[config.mk]
export PLATFORM = sky130hd
export DESIGN_NAME = mem_access_unit
export DESIGN_NICKNAME = d
export VERILOG_FILES = /design/src/rtl/mem_pkg.sv /design/src/rtl/mem_lane_align.sv /design/src/rtl/mem_access_unit.sv
export SDC_FILE = /design/constraint.sdc
export NUM_CORES = 1
export LEC_CHECK = 0
export ABC_AREA = 1
export CAP_MARGIN = 20
export CORE_MARGIN = 3
export CORE_UTILIZATION = 35
export DETAILED_ROUTE_END_ITERATION = 6
export PLACE_DENSITY = 0.79
export SETUP_SLACK_MARGIN = 0.02
export SLEW_MARGIN = 5
export SYNTH_ARGS = -nofsm -noshare
export SYNTH_HDL_FRONTEND = slang
export SYNTH_HIERARCHICAL = 1
export SYNTH_SLANG_ARGS = --single-unit
[constraint.sdc]
create_clock -name clk -period 11.3 [get_ports clk]
set_input_delay 2.825 -clock clk [delete_from_list [all_inputs] [get_ports clk]]
set_output_delay 2.825 -clock clk [all_outputs]
set_load 0.01 [all_outputs]
[src/rtl/mem_pkg.sv]
`default_nettype none
// ============================================================================
// Module   : mem_pkg
// Purpose  : Shared types and constants for the MEM-stage access unit.
// Revision : 1.0 - initial release
// ============================================================================
package mem_pkg;

  // Access FSM states.
  typedef enum logic [1:0] {
    IDLE = 2'd0,
    REQ  = 2'd1,
    DONE = 2'd2
  } mem_state_e;

  // RV32I load/store funct3 encodings.
  localparam logic [2:0] F3_B  = 3'b000;
  localparam logic [2:0] F3_H  = 3'b001;
  localparam logic [2:0] F3_W  = 3'b010;
  localparam logic [2:0] F3_BU = 3'b100;
  localparam logic [2:0] F3_HU = 3'b101;

  // Access size field, funct3[1:0].
  localparam logic [1:0] SZ_B = 2'b00;
  localparam logic [1:0] SZ_H = 2'b01;
  localparam logic [1:0] SZ_W = 2'b10;

  // Active-low "no lane" masks.
  localparam logic [3:0] WEB_NONE = 4'b1111;
  localparam logic [3:0] REB_NONE = 4'b1111;

endpackage
`default_nettype wire

[src/rtl/mem_lane_align.sv]
`default_nettype none
// ============================================================================
// Module   : mem_lane_align
// Purpose  : Byte-lane mask, store-data replication and legality check for
//            one load/store request (purely combinational).
// Revision : 1.0 - initial release
// ============================================================================
module mem_lane_align
  import mem_pkg::*;
(
  input  logic [2:0]  funct3,
  input  logic [1:0]  lane,
  input  logic        is_load,
  input  logic        is_store,
  input  logic [31:0] rs2_data,
  output logic [3:0]  lane_mask,
  output logic [31:0] wdata,
  output logic        bad
);

  logic illegal;
  logic misaligned;

  // Decode size into an active-low lane mask, replicate narrow store data
  // across all lanes (which equals the lane shift for aligned accesses), and
  // flag illegal or misaligned encodings.
  always_comb begin
    illegal    = (funct3[1:0] == 2'b11)
               | (is_load  & (funct3[2:1] == 2'b11))
               | (is_store & funct3[2]);
    misaligned = 1'b0;
    lane_mask  = 4'b0000;
    wdata      = rs2_data;
    case (funct3[1:0])
      SZ_B: begin
        lane_mask = ~(4'b0001 << lane);
        wdata     = {4{rs2_data[7:0]}};
      end
      SZ_H: begin
        lane_mask  = ~(4'b0011 << lane);
        wdata      = {2{rs2_data[15:0]}};
        misaligned = lane[0];
      end
      SZ_W: begin
        misaligned = (lane != 2'b00);
      end
      default: begin
        lane_mask = 4'b0000;
      end
    endcase
    bad = illegal | misaligned;
  end

endmodule
`default_nettype wire

[src/rtl/mem_access_unit.sv]
`default_nettype none
// ============================================================================
// Module   : mem_access_unit
// Purpose  : MEM-stage load/store controller. Issues a req/ack data-memory
//            transaction with byte-lane steering, stalls the pipeline until
//            ack or timeout, and returns the raw read word for write-back.
// Revision : 1.0 - initial release
// ============================================================================
module mem_access_unit
  import mem_pkg::*;
#(
  parameter  int TIMEOUT = 16,
  localparam int CNT_W   = $clog2(TIMEOUT + 1)
) (
  input  logic        clk,
  input  logic        rst,
  input  logic        mem_MemRead,
  input  logic        mem_MemWrite,
  input  logic        mem_NoP_en,
  input  logic [2:0]  mem_funct3,
  input  logic [31:0] mem_ALU_out,
  input  logic [31:0] mem_rs2_data,
  output logic        dm_req,
  output logic [31:0] dm_addr,
  output logic [3:0]  dm_web,
  output logic [31:0] dm_wdata,
  input  logic [31:0] dm_rdata,
  input  logic        dm_ack,
  output logic        stall,
  output logic [31:0] mem_ReadData,
  output logic [3:0]  mem_REB_dm,
  output logic        mem_Read_Un,
  output logic        misalign,
  output logic        bus_err
);

  mem_state_e        state;
  mem_state_e        next_state;
  logic [CNT_W-1:0]  cnt;
  logic              req_load;

  logic              load;
  logic              store;
  logic              acc;
  logic              bad;
  logic [3:0]        lane_mask;
  logic [31:0]       st_data;

  logic              issue;
  logic              ack_hit;
  logic              to_hit;
  logic              bad_hit;

  // Load has priority when both strobes are set; a bubble kills both.
  assign load  = mem_MemRead & ~mem_NoP_en;
  assign store = mem_MemWrite & ~mem_MemRead & ~mem_NoP_en;
  assign acc   = load | store;

  mem_lane_align u_align (
    .funct3   (mem_funct3),
    .lane     (mem_ALU_out[1:0]),
    .is_load  (load),
    .is_store (store),
    .rs2_data (mem_rs2_data),
    .lane_mask(lane_mask),
    .wdata    (st_data),
    .bad      (bad)
  );

  // Pipeline-facing combinational outputs. Stall drops immediately on reset
  // so a dropped in-flight access does not keep the pipeline frozen.
  assign stall       = ~rst & (((state == IDLE) & acc & ~bad) | (state == REQ));
  assign mem_REB_dm  = (load & ~bad) ? lane_mask : REB_NONE;
  assign mem_Read_Un = load & mem_funct3[2];

  // State register.
  always_ff @(posedge clk or posedge rst) begin
    if (rst) state <= IDLE;
    else     state <= next_state;
  end

  // Next-state decode plus one-cycle event strobes for the datapath.
  always_comb begin
    next_state = state;
    issue      = 1'b0;
    ack_hit    = 1'b0;
    to_hit     = 1'b0;
    bad_hit    = 1'b0;
    case (state)
      IDLE: begin
        if (acc) begin
          if (bad) begin
            bad_hit = 1'b1;
          end else begin
            issue      = 1'b1;
            next_state = REQ;
          end
        end
      end
      REQ: begin
        if (dm_ack) begin
          ack_hit    = 1'b1;
          next_state = DONE;
        end else if (cnt == CNT_W'(TIMEOUT - 1)) begin
          to_hit     = 1'b1;
          next_state = DONE;
        end
      end
      DONE: begin
        next_state = IDLE;
      end
      default: begin
        next_state = IDLE;
      end
    endcase
  end

  // Memory request port: captured on issue, held stable through REQ.
  always_ff @(posedge clk or posedge rst) begin
    if (rst) begin
      dm_req   <= 1'b0;
      dm_addr  <= 32'h0;
      dm_web   <= WEB_NONE;
      dm_wdata <= 32'h0;
      req_load <= 1'b0;
    end else if (issue) begin
      dm_req   <= 1'b1;
      dm_addr  <= {mem_ALU_out[31:2], 2'b00};
      dm_web   <= load ? WEB_NONE : lane_mask;
      dm_wdata <= st_data;
      req_load <= load;
    end else if (ack_hit || to_hit) begin
      dm_req   <= 1'b0;
    end
  end

  // Timeout counter: zero on issue, counts every REQ cycle.
  always_ff @(posedge clk or posedge rst) begin
    if (rst)                cnt <= '0;
    else if (issue)         cnt <= '0;
    else if (state == REQ)  cnt <= cnt + 1'b1;
  end

  // Read data capture: load data on ack, zero on timeout.
  always_ff @(posedge clk or posedge rst) begin
    if (rst)                      mem_ReadData <= 32'h0;
    else if (ack_hit && req_load) mem_ReadData <= dm_rdata;
    else if (to_hit)              mem_ReadData <= 32'h0;
  end

  // Single-cycle error pulses toward the trap path.
  always_ff @(posedge clk or posedge rst) begin
    if (rst) begin
      misalign <= 1'b0;
      bus_err  <= 1'b0;
    end else begin
      misalign <= bad_hit;
      bus_err  <= to_hit;
    end
  end

endmodule
`default_nettype wire

==> metrics, run 1 <==
status=complete, no violations; Post-Syn Area=between 0.005 and 0.006 mm²; final setup fails=0; CP Cell Sequence=clkdlybuf4s50_1 > inv_1 > ha_1 > nand2_1 > o21ai_0 > nand2_1 > nand2_1 > inv_2 > buf_4 > nand3_4 > a21oi_1 > clkdlybuf4s50_1; DR vias=4,995; Multi-input gate area=0.002135 mm²; sequential standard cell area=0.002733 mm²; worst-skew pair later-pin latency=roughly 350 ps; Max Freq=0.1062 GHz; Initial Utilization=0.3605; vias in the first global route=4,620; die area=0.01659 mm²; fin util=0.5225; FF+latch count, synth=109; leak pwr=approximately 3.8 nW; Detailed Place HPWL=10.50 mm; largest fanout on the critical path=75; Worst path max stage delay=roughly 780 ps; Peak VDD IR=around 0.085 mV; core area=0.01464 mm²; largest net degree at the start of global routing=76; grt total ovfl=0; post-synthesis cell count=about 650; WL/cell=15.26 µm; Die Height=128.8 µm; grt peak-use layer=met2; Tot Pwr=1.610 mW; Period minus WS final=9420 ps; top post-synthesis cells by area=dfrtp_1, nand2_1, nand4_1; row count=44; post-CTS setup buffers=0; CP Class=in -> out; Routability Congestion=0.8123; Area growth syn-to-layout=44.94%; cell mode on critical path=nand2_1; Avg Inst Size Synth=8.096 µm²; H-tree depth=3; Placed Area=0.007368 mm²; RSZ-0062 raised after global routing=no; residual DRC count=0; IO buf count=211; nets=between 900 and 1,000; pwr dens=approximately 210 mW/mm²; die extent in x=128.8 µm; top cell type's share of synthesized area=0.4977; total track usage=0.1806; first-pass GRT wire length=24.01 mm; Clock Tree Buf Depth=2; cell area after layout=about 0.0077 mm²; initial antenna violation count=0; endpoint type of the worst setup path=output port; met1 usage=0.2450; drt first pass iters=5; ANT cells=0; Slew HR=0.4052; FILL cells=between 1,000 and 1,500; Hold Crit Class=reg -> reg; WL final=15.51 mm; CTS tree=done; WP data arrival=6600 ps; clock sink count=109; Inserted Clock Buffers=9; CTS clock-pin slew for the worst setup and hold paths=80 ps; final setup TNS=0 ps; layout cells sized above 1=0.05409; worst clock skew=10.74 ps; Seq/Total Area, Yosys=0.5177; final hold viol count=0; CP Data Required Time=8480 ps; IO Pins=214; Max Transition Viols Final=0; DRT iter0 DRCs=462; hold-fix buffer count after cts=0; Worst-Margin Slew=just under 900 ps; area leader, netlist=dfrtp_1; crit path launch type=input pin; grt met2 use=0.2793; crit share post-route=0.8337; MaxCap Viol Count=0; Distinct cells, synth=28; Hold Slack=470.4 ps; Avg Vias per Cell=4.916; post-route ant nets=0; M3 GR Usage=0.05064; clk root buf=clkbuf_16; slowest CP cell=nand3_4; Yosys warning total=6; CTS resizes=0
## power breakdown
part           internal [mW]  leakage [nW]  switching (mW)
clock network          0.153         0.140           0.156
registers              0.545          1.37          0.0862
logic                  0.359          2.28           0.311
total                   1.06          3.78           0.553
## cells in the mapped netlist
cell / n
a21oi_1: 1
buf_1: 5
buf_2: 16
buf_4: 18
buf_6: 4
clkbuf_1: 10
conb_1: 1
dfrtp_1: 105
dfstp_2: 4
ha_1: 11
inv_1: 25
inv_2: 5
inv_4: 1
nand2_1: 308
nand2_2: 1
nand2_4: 1
nand3_1: 39
nand3_2: 1
nand4_1: 66
nor2_1: 10
nor2_2: 1
nor2_4: 2
o21a_1: 1
o21ai_0: 8
o21ai_2: 3
o22ai_1: 3
o31ai_1: 1
or2_2: 1
## layer usage
layer  vias up  part of all wire
li1       2451                 -
met1      2302              0.44
met2       221              0.46
met3        21             0.090
met4         0             0.018
met5         -                 0
## critical path: cells and delay by family
| kind | cells | cell delay, ps |
|---|---|---|
| buf+inv | 5 | 1850 |
| fa+ha+maj | 1 | 360 |
| compound gates | 2 | 500 |
| simple gates | 4 | 1030 |
## cells by family after synthesis
family / count (synthesis) / synth area share
flops: 109 / 0.5177
buf+inv: 84 / 0.08249
compound gates: 17 / 0.01991
fa+ha+maj: 11 / 0.02607
other cells: 1 / 0.0007104
simple gates: 430 / 0.3532
## metrics by stage
| stage | std cells | setup WS [ps] |
|---|---|---|
| 6_report | 1016 | 1880 |
| 4_1_cts | 1016 | 1883 |
| 2_1_floorplan | 653 | 4303 |
| 5_1_grt | 1016 | 1568 |
| 3_3_place_gp | 1000 | 1961 |
| 3_5_place_dp | 1000 | 1891 |
## area by class of cell
type	instances	share of cell area
clock inverter	7	0.007522
sequential	109	0.3572
timing repair buffer	216	0.2809
inverter	31	0.01586
multi-input combinational	460	0.2790
tap	184	0.03009
clock buffer	9	0.02944
## state kept, by name, indices dropped and copies added (netlist names), 2 cells and up
signal        flops
dm_web            4
state             2
cnt               5
dm_wdata         32
mem_ReadData     32
dm_addr          30
## worst paths after layout
path / to / cells after the start / slack [ps] / startpoint
max in group asynchronous: dm_wdata[3] / 3 / 7120 / rst
min in group asynchronous: mem_ReadData[15] / 2 / 2910 / rst
hold / removal: dm_addr[6] / 2 / 470 / dm_addr[6]
setup / recovery: stall / 12 / 1880 / mem_funct3[1]
setup reg to reg: dm_addr[16] / 5 / 8860 / state[0]
hold reg to reg: dm_addr[6] / 2 / 470 / dm_addr[6]
## cell usage in the layout (no fill, tap or decap)
master / netlist / layout
nand3_2: 1 / 1
o21a_1: 1 / 1
nand2_1: 308 / 307
nor2_1: 10 / 10
inv_4: 1 / 2
nand2_4: 1 / 1
a21oi_1: 1 / 1
nand3_4: 0 / 1
nor2_4: 2 / 3
nand3_1: 39 / 38
dfstp_2: 4 / 4
nand4_1: 66 / 66
clkinv_4: 0 / 1
o22ai_1: 3 / 3
inv_6: 0 / 1
clkinvlp_4: 0 / 1
o21ai_2: 3 / 3
o21ai_0: 8 / 8
clkdlybuf4s50_1: 0 / 211
conb_1: 1 / 2
ha_1: 11 / 11
buf_4: 18 / 5
inv_2: 5 / 6
inv_1: 25 / 23
inv_8: 0 / 2
o31ai_1: 1 / 1
clkinv_2: 0 / 2
dfrtp_1: 105 / 105
or2_2: 1 / 1
clkbuf_16: 0 / 9
nand2_2: 1 / 2
(Power assumes the default switching activity.)
==> run 2: changes to the inputs <==
--- a/config.mk
+++ b/config.mk
@@ -10,7 +10,7 @@
 export CORE_MARGIN = 3
 export CORE_UTILIZATION = 35
 export DETAILED_ROUTE_END_ITERATION = 6
-export PLACE_DENSITY = 0.79
+export PLACE_DENSITY = 0.82
 export SETUP_SLACK_MARGIN = 0.02
 export SLEW_MARGIN = 5
 export SYNTH_ARGS = -nofsm -noshare
==> constraint.sdc (replaced) <==
create_clock -name clk -period 8.6 [get_ports clk]
set_input_delay 2.15 -clock clk [delete_from_list [all_inputs] [get_ports clk]]
set_output_delay 2.15 -clock clk [all_outputs]
set_load 0.01 [all_outputs]
==> metrics, run 2 (synthesis results as in run 1) <==
Multi-input gate area=0.002135 mm² (unchanged); Sequential Power Share=0.395 (was 0.392); Period minus WS final=6656 ps; Area growth syn-to-layout=45.41% (was 44.94%); CP Class=in -> out (unchanged); Slew HR=0.4922 (was 0.4052); pre-CTS WS=1995 ps (was 1891 ps); hold endpoint=dm_addr[18] (was dm_addr[6]); pwr dens=275.0 mW/mm² (was 210.4 mW/mm²); critical hold path startpoint=dm_addr[18] (was dm_addr[6]); post-route ant nets=0 (unchanged); WP data arrival=4510 ps (was 6600 ps); Hold Crit Class=reg -> reg (unchanged); drt first pass iters=5 (unchanged); crit share post-route=0.7739; core area=0.01464 mm² (unchanged); FILL cells=1,369 (was 1,375); RSZ-0062 raised after global routing=no (unchanged); WL/cell=15.54 µm (was 15.26 µm); worst clock skew=6.653 ps (was 10.74 ps); most common cell after layout, fill and taps aside=nand2_1 (unchanged); Clock Power Share=0.185 (was 0.192); leak pwr=3.792 nW (was 3.785 nW); Detailed Place HPWL=10.91 mm (was 10.50 mm); grt total ovfl=0 (unchanged); IO buf count=211 (unchanged); Gate power share=0.420 (was 0.416); Worst Reg-to-Reg Cells=6 (was 5); MaxCap Viol Count=0 (unchanged); hold-fix buffer count after cts=0 (unchanged); final hold viol count=0 (unchanged); CTS tree=done (unchanged); endpoint type of the worst setup path=output port (unchanged); final setup fails=0 (unchanged); switching fraction of total power=0.3390 (was 0.3433); worst reg2reg path endpoint=mem_ReadData[31] (was dm_addr[16]); worst-skew pair later-pin latency=340 ps (was 350 ps); Max Transition Viols Final=0 (unchanged); CTS resizes=0 (unchanged); ANT cells=0 (unchanged); WL final=15.80 mm (was 15.51 mm); Routability Congestion=0.8132 (was 0.8123); Clock Tree Buf Depth=2 (unchanged); setup ws final=1944 ps (was 1880 ps); vias in the first global route=4,913 (was 4,620); Worst-Margin Slew=761.7 ps (was 892.3 ps); CP Data Required Time=6450 ps (was 8480 ps); commonest non-fill, non-tap cells in the layout=nand2_1, clkdlybuf4s50_1, dfrtp_1 (unchanged); fin util=0.5242 (was 0.5225); Die Height=128.8 µm (unchanged); nets=944 (was 943); row count=44 (unchanged); Peak VDD IR=0.1255 mV (was 0.08510 mV); first-pass GRT wire length=25.42 mm (was 24.01 mm); Inserted Clock Buffers=9 (unchanged); biggest regs=dm_wdata (32), mem_ReadData (32), dm_addr (30) (unchanged); sequential standard cell area=0.002733 mm² (unchanged); Tot Pwr=2.111 mW (was 1.610 mW); crit path launch type=input pin (unchanged); reg-to-reg startpoint=state[0] (unchanged); total track usage=0.1901 (was 0.1806); DR vias=5,070 (was 4,995); die area=0.01659 mm² (unchanged); post-CTS setup buffers=0 (unchanged); residual DRC count=0 (unchanged); initial antenna violation count=0 (unchanged); Avg Vias per Cell=4.985 (was 4.916); largest net degree at the start of global routing=75 (was 76); clock sink count=109 (unchanged); CTS clock-pin slew for the worst setup and hold paths=70 ps (was 80 ps); Initial Utilization=0.3605 (unchanged); clk root buf=clkbuf_16 (unchanged); hold depth=2 (unchanged); final setup TNS=0 ps (unchanged); H-tree depth=3 (unchanged); layout cells sized above 1=0.05282 (was 0.05409); Switch Pwr=0.7157 mW (was 0.5526 mW); reg2reg setup slack=6310 ps (was 8860 ps); die extent in x=128.8 µm (unchanged); Max Freq=0.1502 GHz; Int Power=1.395 mW (was 1.057 mW); status=complete, no violations (unchanged); IO Pins=214 (unchanged); largest fanout on the critical path=25 (was 75); DRT iter0 DRCs=495 (was 462)
run 2: critical path, stage by stage:
cell,delay [ps]
clkdlybuf4s50_1,480
inv_1,130
ha_1,460
inv_2,140
nand2_4,220
inv_4,150
nor2_1,110
inv_1,60
nand2_1,60
clkdlybuf4s50_1,530
run 2: worst max-delay path by stage:
stage | startpoint | end | cells after the start
2_1_floorplan | mem_funct3[1] | stall | 12
3_3_place_gp | mem_funct3[1] | mem_REB_dm[0] | 10
3_5_place_dp | mem_funct3[1] | mem_REB_dm[0] | 10
4_1_cts | mem_funct3[1] | mem_REB_dm[0] | 10
5_1_grt | mem_funct3[1] | mem_REB_dm[0] | 10
6_report | mem_funct3[1] | mem_REB_dm[0] | 10
run 2: area by class of cell:
class / instances / share of cell area
Timing Repair Buffer: 217 / 0.2836
Clock inverter: 4 / 0.004401
Tap cell: 184 / 0.02999
Multi-Input combinational cell: 460 / 0.2781
Sequential cell: 109 / 0.3560
Clock buffer: 12 / 0.03211
Inverter: 31 / 0.01581
run 2: power groups by stage:
stage               Clock (mW)  Sequential [mW]  Combinational, mW
floorplan                    0            0.920              0.286
global placement             0            0.833              0.877
detailed placement           0            0.839              0.896
CTS                      0.410            0.834              0.898
global route             0.430            0.856              0.968
finish                   0.391            0.834              0.886
run 2: routing by layer:
metal,part of all wire,up-vias,wire [µm],global-route usage
met2,0.48,199,7600,0.3043
met5,0,-,0,0
met3,0.064,25,1009,0.03778
met1,0.43,2402,6847,0.2555
li1,-,2444,-,-
met4,0.022,0,344,0.07165
run 2: per-stage QoR:
step / cells / hold WS (ps) / area (µm²)
after floorplan: 653 / 463.0 / 5283
after global placement: 1000 / 452.8 / 7368
after detailed placement: 1001 / 457.2 / 7396
after CTS: 1017 / 475.6 / 7676
after global routing: 1017 / 492.6 / 7676
final: 1017 / 468.1 / 7676
